## config.mk

```make
export PLATFORM = sky130hd
export DESIGN_NAME = eight_bit_minmax_tracker_flat
export DESIGN_NICKNAME = d
export VERILOG_FILES = /design/src/rtl/eight_bit_minmax_tracker_if.sv /design/src/rtl/eight_bit_minmax_tracker.sv /design/src/flat_wrapper.sv
export SDC_FILE = /design/constraint.sdc
export NUM_CORES = 1
export LEC_CHECK = 0
export BUFFER_PORTS_ARGS = -buffer_cell sky130_fd_sc_hd__buf_2
export CAP_MARGIN = 15
export CELL_PAD_IN_SITES_DETAIL_PLACEMENT = 0
export CELL_PAD_IN_SITES_GLOBAL_PLACEMENT = 1
export CORE_ASPECT_RATIO = 1.5
export CORE_MARGIN = 4
export CORE_UTILIZATION = 44
export DETAILED_ROUTE_END_ITERATION = 12
export GPL_ROUTABILITY_DRIVEN = 0
export PLACE_DENSITY = 0.79
export SLEW_MARGIN = 40
export SYNTH_ARGS = -nofsm -noshare
export SYNTH_HDL_FRONTEND = slang
export SYNTH_HIERARCHICAL = 1
export SYNTH_SLANG_ARGS = --single-unit
export TNS_END_PERCENT = 5
```

## constraint.sdc

```tcl
create_clock -name clk -period 3.15 [get_ports clk]
set_input_delay 0.315 -clock clk [delete_from_list [all_inputs] [get_ports clk]]
set_output_delay 0.315 -clock clk [all_outputs]
set_load 0.05 [all_outputs]
```

## src/rtl/eight_bit_minmax_tracker_if.sv

```systemverilog
// Bus bundle for eight_bit_minmax_tracker: sample stream in, burst results out.
// Handshake: a sample transfers on any rising clock edge where in_valid and
// in_ready are both high. in_ready is a registered function of the FSM state
// and never depends combinationally on in_valid. The source may hold or drop
// in_valid at any time; a low in_valid simply stalls the burst.
interface eight_bit_minmax_tracker_if;
    logic       start;
    logic       in_valid;
    logic [7:0] in_data;
    logic       in_ready;
    logic       busy;
    logic       done;
    logic [7:0] max_out;
    logic [7:0] min_out;
    logic [7:0] max_index;
    logic [7:0] min_index;
    logic [7:0] eq_max_count;

    modport master (
        output start, in_valid, in_data,
        input  in_ready, busy, done, max_out, min_out,
        input  max_index, min_index, eq_max_count
    );

    modport slave (
        input  start, in_valid, in_data,
        output in_ready, busy, done, max_out, min_out,
        output max_index, min_index, eq_max_count
    );
endinterface

```

## src/rtl/eight_bit_minmax_tracker.sv

```systemverilog
// Burst min/max tracker. Accepts N_SAMPLES unsigned bytes per burst and
// reports the largest and smallest sample plus the index of the first
// occurrence of each, with a one-cycle done pulse.
// Optional feature: define MINMAX_EQ_COUNT_EN to build the saturating
// count of samples equal to the final maximum; otherwise eq_max_count is 0.

// Unsigned magnitude comparator; rel encodes a against b.
module eight_bit_comparator (
    input  logic [7:0] a,
    input  logic [7:0] b,
    output logic [1:0] rel
);
    // 2'b10 = greater, 2'b01 = less, 2'b00 = equal
    always_comb begin
        rel = 2'b00;
        if (a > b)      rel = 2'b10;
        else if (a < b) rel = 2'b01;
    end
endmodule

module eight_bit_minmax_tracker #(
    parameter int N_SAMPLES = 8
) (
    input  logic                        clk,
    input  logic                        reset,
    eight_bit_minmax_tracker_if.slave   bus,
    output logic [1:0]                  state_dbg
);
    localparam logic [1:0] REL_GT = 2'b10;
    localparam logic [1:0] REL_LT = 2'b01;
    localparam logic [1:0] REL_EQ = 2'b00;
    localparam logic [7:0] LAST_IDX = 8'(N_SAMPLES - 1);

    typedef enum logic [1:0] {IDLE, LOAD, RUN, DONE} state_t;

    state_t     state, next_state;
    logic [7:0] idx;
    logic [7:0] run_max, run_min, run_max_idx, run_min_idx;
    logic [7:0] nx_max, nx_min, nx_max_idx, nx_min_idx;
    logic [1:0] max_rel, min_rel;
    logic       xfer, last_xfer;
    logic       in_ready_q, busy_q, done_q;
    logic [7:0] max_q, min_q, max_idx_q, min_idx_q;
`ifdef MINMAX_EQ_COUNT_EN
    logic [7:0] run_eq, nx_eq, eq_q;
`endif

    assign xfer      = bus.in_valid && in_ready_q;
    assign last_xfer = (state == RUN) && xfer && (idx == LAST_IDX);
    assign state_dbg = state;

    eight_bit_comparator cmp_max (.a(bus.in_data), .b(run_max), .rel(max_rel));
    eight_bit_comparator cmp_min (.a(bus.in_data), .b(run_min), .rel(min_rel));

    // State register
    always_ff @(posedge clk or posedge reset) begin
        if (reset) state <= IDLE;
        else       state <= next_state;
    end

    // Next-state decode
    always_comb begin
        next_state = state;
        case (state)
            IDLE:    if (bus.start) next_state = LOAD;
            LOAD:    if (xfer) next_state = RUN;
            RUN:     if (last_xfer) next_state = DONE;
            DONE:    next_state = IDLE;
            default: next_state = IDLE;
        endcase
    end

    // Candidate running values after accepting the current sample
    always_comb begin
        nx_max     = run_max;
        nx_min     = run_min;
        nx_max_idx = run_max_idx;
        nx_min_idx = run_min_idx;
`ifdef MINMAX_EQ_COUNT_EN
        nx_eq      = run_eq;
`endif
        if (state == LOAD) begin
            nx_max     = bus.in_data;
            nx_min     = bus.in_data;
            nx_max_idx = 8'd0;
            nx_min_idx = 8'd0;
`ifdef MINMAX_EQ_COUNT_EN
            nx_eq      = 8'd1;
`endif
        end else if (state == RUN) begin
            // Ties leave the index alone so the first occurrence wins
            if (max_rel == REL_GT) begin
                nx_max     = bus.in_data;
                nx_max_idx = idx;
`ifdef MINMAX_EQ_COUNT_EN
                nx_eq      = 8'd1;
`endif
            end else if (max_rel == REL_EQ) begin
`ifdef MINMAX_EQ_COUNT_EN
                if (run_eq != 8'hFF) nx_eq = run_eq + 8'd1;
`endif
            end
            if (min_rel == REL_LT) begin
                nx_min     = bus.in_data;
                nx_min_idx = idx;
            end
        end
    end

    // Running registers and sample index
    always_ff @(posedge clk or posedge reset) begin
        if (reset) begin
            idx         <= 8'd0;
            run_max     <= 8'd0;
            run_min     <= 8'd0;
            run_max_idx <= 8'd0;
            run_min_idx <= 8'd0;
`ifdef MINMAX_EQ_COUNT_EN
            run_eq      <= 8'd0;
`endif
        end else if (state == IDLE && bus.start) begin
            idx         <= 8'd0;
`ifdef MINMAX_EQ_COUNT_EN
            run_eq      <= 8'd0;
`endif
        end else if (xfer) begin
            idx         <= idx + 8'd1;
            run_max     <= nx_max;
            run_min     <= nx_min;
            run_max_idx <= nx_max_idx;
            run_min_idx <= nx_min_idx;
`ifdef MINMAX_EQ_COUNT_EN
            run_eq      <= nx_eq;
`endif
        end
    end

    // Result registers: loaded on the final accept so they change with done
    always_ff @(posedge clk or posedge reset) begin
        if (reset) begin
            max_q     <= 8'd0;
            min_q     <= 8'd0;
            max_idx_q <= 8'd0;
            min_idx_q <= 8'd0;
`ifdef MINMAX_EQ_COUNT_EN
            eq_q      <= 8'd0;
`endif
        end else if (last_xfer) begin
            max_q     <= nx_max;
            min_q     <= nx_min;
            max_idx_q <= nx_max_idx;
            min_idx_q <= nx_min_idx;
`ifdef MINMAX_EQ_COUNT_EN
            eq_q      <= nx_eq;
`endif
        end
    end

    // Registered status flags, decoded from the upcoming state
    always_ff @(posedge clk or posedge reset) begin
        if (reset) begin
            in_ready_q <= 1'b0;
            busy_q     <= 1'b0;
            done_q     <= 1'b0;
        end else begin
            in_ready_q <= (next_state == LOAD) || (next_state == RUN);
            busy_q     <= (next_state == LOAD) || (next_state == RUN);
            done_q     <= (next_state == DONE);
        end
    end

    assign bus.in_ready  = in_ready_q;
    assign bus.busy      = busy_q;
    assign bus.done      = done_q;
    assign bus.max_out   = max_q;
    assign bus.min_out   = min_q;
    assign bus.max_index = max_idx_q;
    assign bus.min_index = min_idx_q;
`ifdef MINMAX_EQ_COUNT_EN
    assign bus.eq_max_count = eq_q;
`else
    assign bus.eq_max_count = 8'd0;
`endif
endmodule
```

## src/flat_wrapper.sv

```systemverilog
// flat-port wrapper written by rule: the top's interface ports become plain ports
module eight_bit_minmax_tracker_flat 
#(
    parameter int N_SAMPLES = 8
)
  (clk, reset, state_dbg, bus_start, bus_in_valid, bus_in_data, bus_in_ready, bus_busy, bus_done, bus_max_out, bus_min_out, bus_max_index, bus_min_index, bus_eq_max_count);
  eight_bit_minmax_tracker_if bus_i ();
  input  logic clk;
  input  logic reset;
  output logic [1:0] state_dbg;
  input wire logic [$bits(bus_i.start)-1:0] bus_start;
  input wire logic [$bits(bus_i.in_valid)-1:0] bus_in_valid;
  input wire logic [$bits(bus_i.in_data)-1:0] bus_in_data;
  output wire logic [$bits(bus_i.in_ready)-1:0] bus_in_ready;
  output wire logic [$bits(bus_i.busy)-1:0] bus_busy;
  output wire logic [$bits(bus_i.done)-1:0] bus_done;
  output wire logic [$bits(bus_i.max_out)-1:0] bus_max_out;
  output wire logic [$bits(bus_i.min_out)-1:0] bus_min_out;
  output wire logic [$bits(bus_i.max_index)-1:0] bus_max_index;
  output wire logic [$bits(bus_i.min_index)-1:0] bus_min_index;
  output wire logic [$bits(bus_i.eq_max_count)-1:0] bus_eq_max_count;
  assign bus_i.start = bus_start;
  assign bus_i.in_valid = bus_in_valid;
  assign bus_i.in_data = bus_in_data;
  assign bus_in_ready = bus_i.in_ready;
  assign bus_busy = bus_i.busy;
  assign bus_done = bus_i.done;
  assign bus_max_out = bus_i.max_out;
  assign bus_min_out = bus_i.min_out;
  assign bus_max_index = bus_i.max_index;
  assign bus_min_index = bus_i.min_index;
  assign bus_eq_max_count = bus_i.eq_max_count;
  eight_bit_minmax_tracker #(.N_SAMPLES(N_SAMPLES)) u_core (.clk(clk), .reset(reset), .bus(bus_i), .state_dbg(state_dbg));
endmodule
```

==> results.py, run 1 <==
metrics = {
    "power": {
        "cellLeakagePower_nw": 2.250,
        "p_total_mw": 4.558,
        "p_per_area_nw_per_um2": 940.2,
        "irDropWorstVdd_uv": 408.3,
    },
    "die": {
        "row_count": 43,
        "die_area_sq_um": 11290,
        "die_h_microns": 128.2,
        "fp.dieW_microns": 88.12,
        "ioPinCount": 57,
        "start_util_pct": 45.52,
        "core_sq_um": 9308,
    },
    "routing": {
        "viasPerCell": 5.379,
        "avgRoutedWirePerCell_microns": 15.74,
        "vias": 3367,
        "drc": 0,
        "drtAntennaViolNets": 0,
        "drt_iter0_markers": 153,
        "firstDrtPassIters": 4,
        "drt-total-wl_microns": 9855,
    },
    "sta": {
        "post-route-period-util_pct": 80.52,
        "slew_violations": 0,
        "slew-limit-headroom_pct": 49.24,
        "finalClockSkew_ps": 8.506,
        "setup_viol": 0,
        "setup_slack_ps": 613.5,
        "rsz0062_at_grt": "false",
        "period_needed_ps": 2536,
        "fmax_mhz": 394.2,
        "hold_violations": 0,
        "tightest_slew_ps": 761.0,
        "fin_setup_tns_ps": 0,
    },
    "layout": {
        "antennaDiodeCount": 0,
        "layout-drive-gt1-share_pct": 19.46,
        "post-route-util_pct": 52.09,
        "final_nets": 539,
        "fin_cells": 626,
        "fill_cells": 924,
        "syn_to_final_growth_pct": 14.44,
    },
    "cts": {
        "clk_latency_ps": 330,
        "post-cts-setup-buffers": 0,
        "clock_path_buffers": 2,
        "cts-root-buf": "clkbuf_16",
        "holdBufCountCts": 0,
        "cts_buffers": 9,
        "ctsResizeCount": 0,
        "clock_sinks": 76,
        "htree_num_levels": 3,
        "cts_tree": "yes",
        "clk_pin_slew_ps": 60,
    },
    "hold_path": {
        "hold_class": "in -> async",
    },
    "place": {
        "dp_hpwl_microns": 6978,
        "place_worst_setup_slack_ps": 577.8,
        "placedCellCount": 610,
        "port_buffers": 48,
    },
    "setup_path": {
        "crit_path_end_kind": "register",
        "crit_type": "reg -> reg",
        "crit_arrival_ps": 2730,
        "crit_fanout": 9,
        "cp_slowest_stage_delay_ps": 390,
        "crit_required_ps": 3350,
        "start_kind": "register",
        "crit_path_top_delay_cell": "and3b_1",
        "cp_cell_sequence": "inv_1, ha_1, nor2b_1, o211ai_2, a21oi_2, o21ba_1, and3b_1, nor2_1, buf_4, a21oi_1, o21ai_0",
    },
    "global_routing": {
        "grt_pass1_vias": 3192,
        "antenna_found_initial": 0,
        "grt_overflow_total": 0,
        "grt_max_degree": 57,
        "grt_pass1_wl_microns": 16040,
        "grt.total_usage_pct": 18.44,
    },
    "yosys": {
        "synthArstFlopShare_pct": 100.0,
        "avgSynthCellArea_sq_um": 9.014,
        "synth_cell_types": 38,
        "ys_seq_area_share_pct": 44.89,
        "synth_edf_count": 0,
        "syn_area_sq_um": 4237,
        "synth_top_flop_cell": "dfrtp_1",
        "ys_seq_elements": 76,
        "synthCells": 470,
        "yosysWarnings": 6,
    },
    "outcome": {
        "status": "complete, no violations",
    },
    "flow_run": {
        "cap_violations": 0,
    },
}
## Yosys cell counts, drive strengths merged, types with 3 or more instances
cell type,count,area [sq um]
nor3b,3,27.52
nor2,76,285.3
ha,18,225.2
o31a,16,140.1
xnor2,3,26.28
o211ai,18,145.1
o21ai,41,269.0
nand4,6,37.54
a32o,14,140.1
nand3b,4,30.03
clkbuf,20,75.07
buf,18,147.6
nand2b,18,112.6
inv,18,67.56
nand2,43,161.4
dfrtp,76,1902
a21oi,57,292.8
## layout by cell type, fill, tap and decap left out, types with 3 or more instances in the layout
master	n
dfrtp_1	76
nor2_1	75
a21oi_1	55
buf_2	48
nand2_1	43
o21ai_0	24
nand2b_1	18
ha_1	18
o21ai_2	17
inv_1	17
o211ai_1	16
o31a_1	16
a32o_1	14
clkbuf_16	9
buf_4	8
conb_1	8
nand4_1	6
nand3b_1	4
xnor2_1	3
## metal layers
metal  track usage [%]  share of wire, %  up-vias
met5                 0                 0        -
met4             6.139               1.6        0
met3             3.794               3.7       11
met2             32.95                53       52
met1             21.66                41     1591
li1                  -                 -     1713
## worst paths after layout
kind                                  startpoint                      end  slack [ps]  cells past startpoint
max in group asynchronous                  reset    u_core/bus.max_out[5]        2370                      3
min reg2reg                u_core/bus.max_out[6]    u_core/bus.max_out[6]         470                      2
min                                        reset            u_core/idx[1]         100                      2
min in group clk                    bus_in_valid            u_core/idx[1]         410                      4
max reg2reg                    u_core/run_max[1]  u_core/bus.max_index[5]         610                     11
max                            u_core/run_max[1]  u_core/bus.max_index[5]         610                     11
## registers in the layout, indices dropped and copies added (netlist names), 8 cells and up
register / count
u_core/bus.max_index: 8
u_core/bus.max_out: 8
u_core/bus.min_index: 8
u_core/run_min: 8
u_core/run_max_idx: 8
u_core/run_max: 8
u_core/bus.min_out: 8
u_core/run_min_idx: 8
u_core/idx: 8
## power by group
group / total (mW) / leakage, nW / internal, mW / switching (mW)
Sequential: 1.49 / 0.965 / 1.24 / 0.251
Combinational: 2.01 / 1.13 / 0.755 / 1.25
Clock: 1.06 / 0.156 / 0.658 / 0.401
## logic make-up (layout without fill, tap and decap cells)
| group | count (synthesis) | in the layout | share of synthesized area [%] |
|---|---|---|---|
| flip-flops | 76 | 76 | 44.89 |
| buffers and inverters | 56 | 93 | 6.851 |
| adder cells (fa/ha/maj) | 18 | 18 | 5.316 |
| other | 1 | 8 | 0.08852 |
| AND/OR/NAND/NOR | 164 | 164 | 17.69 |
| AO/OA/AOI/OAI | 150 | 150 | 24.13 |
| XOR/XNOR | 5 | 5 | 1.034 |
## area by class of cell
| cell class | instances | area (sq um) | share of cell area (%) |
|---|---|---|---|
| Timing Repair Buffer | 59 | 350.3 | 7.226 |
| Clock inverter | 5 | 57.56 | 1.187 |
| Inverter | 18 | 67.56 | 1.394 |
| Sequential cell | 76 | 1902 | 39.23 |
| Tap cell | 112 | 140.1 | 2.890 |
| Multi-Input combinational cell | 345 | 2078 | 42.86 |
| Clock buffer | 11 | 252.7 | 5.213 |
## worst max-delay path, delay by kind of cell (launching register included)
family	cells	cell delay, ps
adder cells (fa/ha/maj)	1	290
AND/OR/NAND/NOR	3	730
buffers and inverters	2	250
AO/OA/AOI/OAI	5	740
flip-flops	1	380
## through the flow
step,area (sq um),hold slack [ps]
floorplan,4263,518.2
global placement,4508,457.0
detailed placement,4538,463.4
CTS,4848,119.5
global route,4848,157.2
finish,4848,100.3
Power figures use the tool's default switching activity.
==> run 2: changes to the inputs <==
Settings changed: CORE_UTILIZATION 44 to 40, PLACE_DENSITY 0.79 to 0.76.
Clock period 3.15 ns to 2.25 ns, I/O delays scaled along.
==> run 2 against run 1 <==
Against the previous run: global-route usage increased by 0.089 points; wire length increased by 12%; final area increased by 10%; largest power group unchanged; highest routed layer unchanged.
==> results.py, run 2 (synthesized netlist as in run 1, its figures left out) <==
metrics = {
    "outcome": {
        "status": "complete, no violations",
    },
    "routing": {
        "drt_iter0_markers": 148,
        "viasPerCell": 5.332,
        "avgRoutedWirePerCell_microns": 16.04,
        "drtAntennaViolNets": 0,
        "drc": 0,
        "firstDrtPassIters": 4,
        "vias": 3679,
        "drt-total-wl_microns": 11070,
    },
    "setup_path": {
        "start_kind": "register",
        "crit_arrival_ps": 2460,
        "crit_path_top_delay_cell": "dfrtp_1",
        "crit_fanout": 8,
        "crit_type": "reg -> reg",
        "cp_slowest_stage_delay_ps": 390,
        "crit_required_ps": 2520,
        "crit_path_end_kind": "register",
        "cp_cell_sequence": "inv_2, ha_4, nor2b_4, o211ai_2, a21oi_2, nor2_1, and3b_2, buf_6, nor2_1, o31a_1, a21oi_2",
    },
    "layout": {
        "layout_commonest_cell": "dfrtp_1",
        "antennaDiodeCount": 0,
        "post-route-util_pct": 52.06,
        "final_cell_mix": "dfrtp_1, nor2_1, buf_2",
        "fill_cells": 1005,
        "final_nets": 575,
        "layout-drive-gt1-share_pct": 29.87,
        "syn_to_final_growth_pct": 25.93,
    },
    "sta": {
        "rsz0062_at_grt": "true",
        "slew-limit-headroom_pct": 44.52,
        "period_needed_ps": 2187,
        "slew_violations": 0,
        "tightest_slew_ps": 831.7,
        "setup_slack_ps": 62.63,
        "hold_violations": 0,
        "fmax_mhz": 457.2,
        "post-route-period-util_pct": 97.22,
        "finalClockSkew_ps": 6.296,
        "setup_viol": 0,
    },
    "power": {
        "p_per_area_nw_per_um2": 1341,
        "cellLeakagePower_nw": 2.452,
        "irDropWorstVdd_uv": 569.2,
    },
    "die": {
        "fp.dieW_microns": 92.03,
        "start_util_pct": 41.34,
        "die_area_sq_um": 12340,
        "die_h_microns": 134.0,
        "core_sq_um": 10250,
        "row_count": 45,
        "ioPinCount": 57,
    },
    "cts": {
        "clock_path_buffers": 2,
        "clock_sinks": 76,
        "clk_pin_slew_ps": 60,
        "clk_latency_ps": 340,
        "cts_tree": "yes",
        "cts_buffers": 9,
        "htree_num_levels": 3,
        "cts-root-buf": "clkbuf_16",
    },
    "global_routing": {
        "grt_pass1_wl_microns": 18110,
        "use_met1_pct": 20.53,
        "grt_pass1_vias": 3738,
        "grt_overflow_total": 0,
        "grtUsageMet3_pct": 4.097,
        "antenna_found_initial": 0,
        "top_usage_layer": "met2",
        "grt_use_met2_pct": 33.66,
        "grt.total_usage_pct": 18.53,
        "grt_max_degree": 54,
    },
    "place": {
        "place_worst_setup_slack_ps": -284.8,
        "dp_hpwl_microns": 7841,
        "port_buffers": 48,
    },
    "flow_run": {
        "cap_violations": 0,
    },
    "hold_path": {
        "hold_class": "in -> reg",
    },
}
run 2: changes by cell type in the layout (fill, tap and decap cells not counted), moves of 3 or more:
cell and delta:
a21oi_1 -18, o21ai_1 +11, a21oi_2 +18, o21ai_0 -11, buf_6 +3, buf_4 +32
run 2: timing repair:
item	4_1_cts	5_1_grt
gates resized for setup	1	49
hold buffers	1	0
pin swaps	0	36
endpoints found under the setup margin	17	64
setup buffers	0	5
hold endpoints to repair	4	0
run 2: layout make-up:
type	count	area, sq um	area share (%)
Timing Repair Buffer	95	646.9	12.12
Clock buffer	11	242.7	4.550
Multi-Input combinational cell	345	2226	41.72
Sequential cell	76	1902	35.65
Clock inverter	4	73.82	1.384
Inverter	18	67.56	1.266
Tap cell	141	176.4	3.307
run 2: worst paths after layout:
path	depth (start not counted)	from	slack (ps)	endpoint
min in group asynchronous	3	reset	310	u_core/bus.max_index[5]
setup / recovery	11	u_core/run_min[1]	60	u_core/run_min[2]
setup reg to reg	11	u_core/run_min[1]	60	u_core/run_min[2]
max in group asynchronous	4	reset	1100	u_core/bus.max_out[6]
hold / removal	3	bus_start	300	u_core/state_dbg[0]
hold reg to reg	2	u_core/bus.min_index[1]	470	u_core/bus.min_index[1]
run 2: routing by layer:
layer / part of all wire [%] / wire length, microns / vias up
met4: 3.3 / 368 / 0
met2: 54 / 5986 / 73
li1: - / - / 1787
met1: 39 / 4358 / 1796
met3: 3.2 / 352 / 23
met5: 0 / 0 / -
run 2: through the flow:
stage	setup TNS (ps)	cell area [sq um]	hold WS, ps	std cells	total power, mW
floorplan	0	4263	442.3	477	4.230
global placement	-4151	4757	118.1	667	5.044
detailed placement	-5879	4800	120.0	669	5.209
CTS	-22.40	5131	298.9	685	6.806
global route	-869.9	5335	329.7	690	7.655
finish	0	5335	303.4	690	7.153
run 2: power by group:
part / internal [mW] / switching (mW)
Sequential: 1.74 / 0.321
Combinational: 1.48 / 2.07
Clock: 0.995 / 0.552
run 2: worst max-delay path: cells and delay by family, from the launching register on:
kind	cells	cell delay, ps
buf+inv	2	230
compound gates	4	670
fa+ha+maj	1	200
flops	1	390
simple gates	4	630
==> run 3: changes to the inputs <==
Settings changed: MAX_ROUTING_LAYER from default to met4.
==> run 3 against run 2 <==
Against the previous run: fmax decreased by 0.80%; via count increased by 0.71%; first-iteration DRC count rose by 1.4%; utilization increased by 0.23 points; combinational power rose by 1%; worst setup slack worse by 18 ps.
==> results.py, run 3 (synthesized netlist as in run 1, its figures left out) <==
metrics = {
    "outcome": {
        "status": "complete, no violations",
    },
    "die": {
        "die_h_microns": 134.0,
        "fp.dieW_microns": 92.03,
        "start_util_pct": 41.34,
        "core_sq_um": 10250,
        "row_count": 45,
        "ioPinCount": 57,
        "die_area_sq_um": 12340,
    },
    "routing": {
        "firstDrtPassIters": 4,
        "drtAntennaViolNets": 0,
        "viasPerCell": 5.370,
        "drt_iter0_markers": 150,
        "avgRoutedWirePerCell_microns": 16.01,
        "vias": 3705,
        "drt-total-wl_microns": 11040,
        "drc": 0,
    },
    "sta": {
        "post-route-period-util_pct": 98.00,
        "rsz0062_at_grt": "true",
        "slew_violations": 0,
        "period_needed_ps": 2205,
        "finalClockSkew_ps": 5.885,
        "tightest_slew_ps": 813.0,
        "hold_violations": 0,
        "fmax_mhz": 453.5,
        "slew-limit-headroom_pct": 45.77,
        "hold_ws_ps": 304.6,
        "setup_viol": 0,
    },
    "flow_run": {
        "cap_violations": 0,
    },
    "layout": {
        "layout-drive-gt1-share_pct": 30.97,
        "syn_to_final_growth_pct": 26.49,
        "antennaDiodeCount": 0,
        "final_nets": 575,
        "layout_commonest_cell": "dfrtp_1",
        "final_cell_mix": "dfrtp_1, nor2_1, buf_2",
        "design_area_sq_um": 5359,
        "fin_cells": 690,
    },
    "power": {
        "irDropWorstVdd_uv": 565.1,
        "cellLeakagePower_nw": 2.457,
        "p_per_area_nw_per_um2": 1342,
        "p_total_mw": 7.191,
    },
    "hold_path": {
        "hold_path_depth": 3,
        "hold_start": "bus_start",
        "whs_endpoint": "u_core/state_dbg[0]",
        "hold_class": "in -> reg",
    },
    "setup_path": {
        "r2r_cells": 11,
        "worstReg2RegStart": "u_core/run_min[1]",
        "r2r-end": "u_core/run_min[2]",
        "crit_required_ps": 2520,
        "r2r_slack_ps": 40,
        "crit_path_top_delay_cell": "dfrtp_1",
        "cp_slowest_stage_delay_ps": 390,
        "crit_type": "reg -> reg",
        "crit_fanout": 8,
        "critical-path-top-delay-family": "compound AO/OA/AOI/OAI gates",
        "start_kind": "register",
        "crit_buf_inv": 2,
        "crit_path_end_kind": "register",
        "cp_cell_sequence": "inv_2, ha_4, nor2b_4, o211ai_2, a21oi_2, nor2_1, and3b_2, buf_6, nor2_1, o31a_1, a21oi_2",
        "crit_arrival_ps": 2470,
    },
    "cts": {
        "cts_buffers": 9,
        "cts_tree": "yes",
        "htree_num_levels": 3,
        "cts-root-buf": "clkbuf_16",
        "clock_path_buffers": 2,
        "clk_latency_ps": 330,
        "clk_pin_slew_ps": 60,
        "clock_sinks": 76,
    },
    "global_routing": {
        "grt_pass1_vias": 3731,
        "grt.total_usage_pct": 19.09,
        "grt_pass1_wl_microns": 18090,
        "grt_overflow_total": 0,
        "grt_max_degree": 54,
        "antenna_found_initial": 0,
    },
    "place": {
        "placed_area_sq_um": 4800,
        "placedCellCount": 669,
        "port_buffers": 48,
        "dp_hpwl_microns": 7841,
    },
}
run 3: how the worst max path moves through the flow:
stage	from	endpoint	cells after the start
2_1_floorplan	u_core/run_min[1]	u_core/run_min_idx[0]	11
3_3_place_gp	bus_in_data[1]	u_core/run_max_idx[0]	10
3_5_place_dp	u_core/run_max[7]	u_core/bus.max_index[4]	9
4_1_cts	u_core/run_min[1]	u_core/bus.min_out[1]	11
5_1_grt	u_core/run_max[1]	u_core/bus.max_out[6]	11
6_report	u_core/run_min[1]	u_core/run_min[2]	11
run 3: area by class of cell:
type,count,area [sq um]
fill,997,4888
multi-input combinational,345,2250
sequential,76,1902
timing repair buffer,95,646.9
clock buffer,11,242.7
tap,141,176.4
clock inverter,4,73.82
inverter,18,67.56
run 3: tightest hold or removal path, stage by stage:
cell and delay (ps):
buf_2 100, o21ai_0 120, o21ai_0 110
run 3: layer usage:
layer	vias to the layer above	global-route usage (%)	wire length, microns
met2	74	33.54	5961
met1	1817	20.78	4388
li1	1790	-	-
met5	-	-	0
met3	24	3.984	312
met4	0	8.099	382
run 3: repair_timing:
item                                    4_1_cts  5_1_grt
endpoints found under the setup margin       17       64
setup buffers                                 0        5
resized for setup                             1       56
hold buffers                                  1        0
endpoints found under the hold margin         4        0
pin swaps                                     0       44
run 3: report_power, final:
group          internal (mW)  leakage (nW)  total, mW  switching, mW
registers               1.74         0.965       2.06          0.326
clock network          0.995         0.156       1.54          0.546
logic                   1.50          1.34       3.59           2.08
total                   4.23          2.46       7.19           2.96
run 3: stage by stage:
stage                     setup slack (ps)  setup TNS, ps  utilization [%]
after floorplan                      7.793              0                -
after global placement              -216.8          -4151            46.42
after detailed placement            -284.8          -5879            46.84
after CTS                           -17.74         -22.40            50.07
after global routing                -45.90         -721.7            52.30
final                                44.96              0            52.30
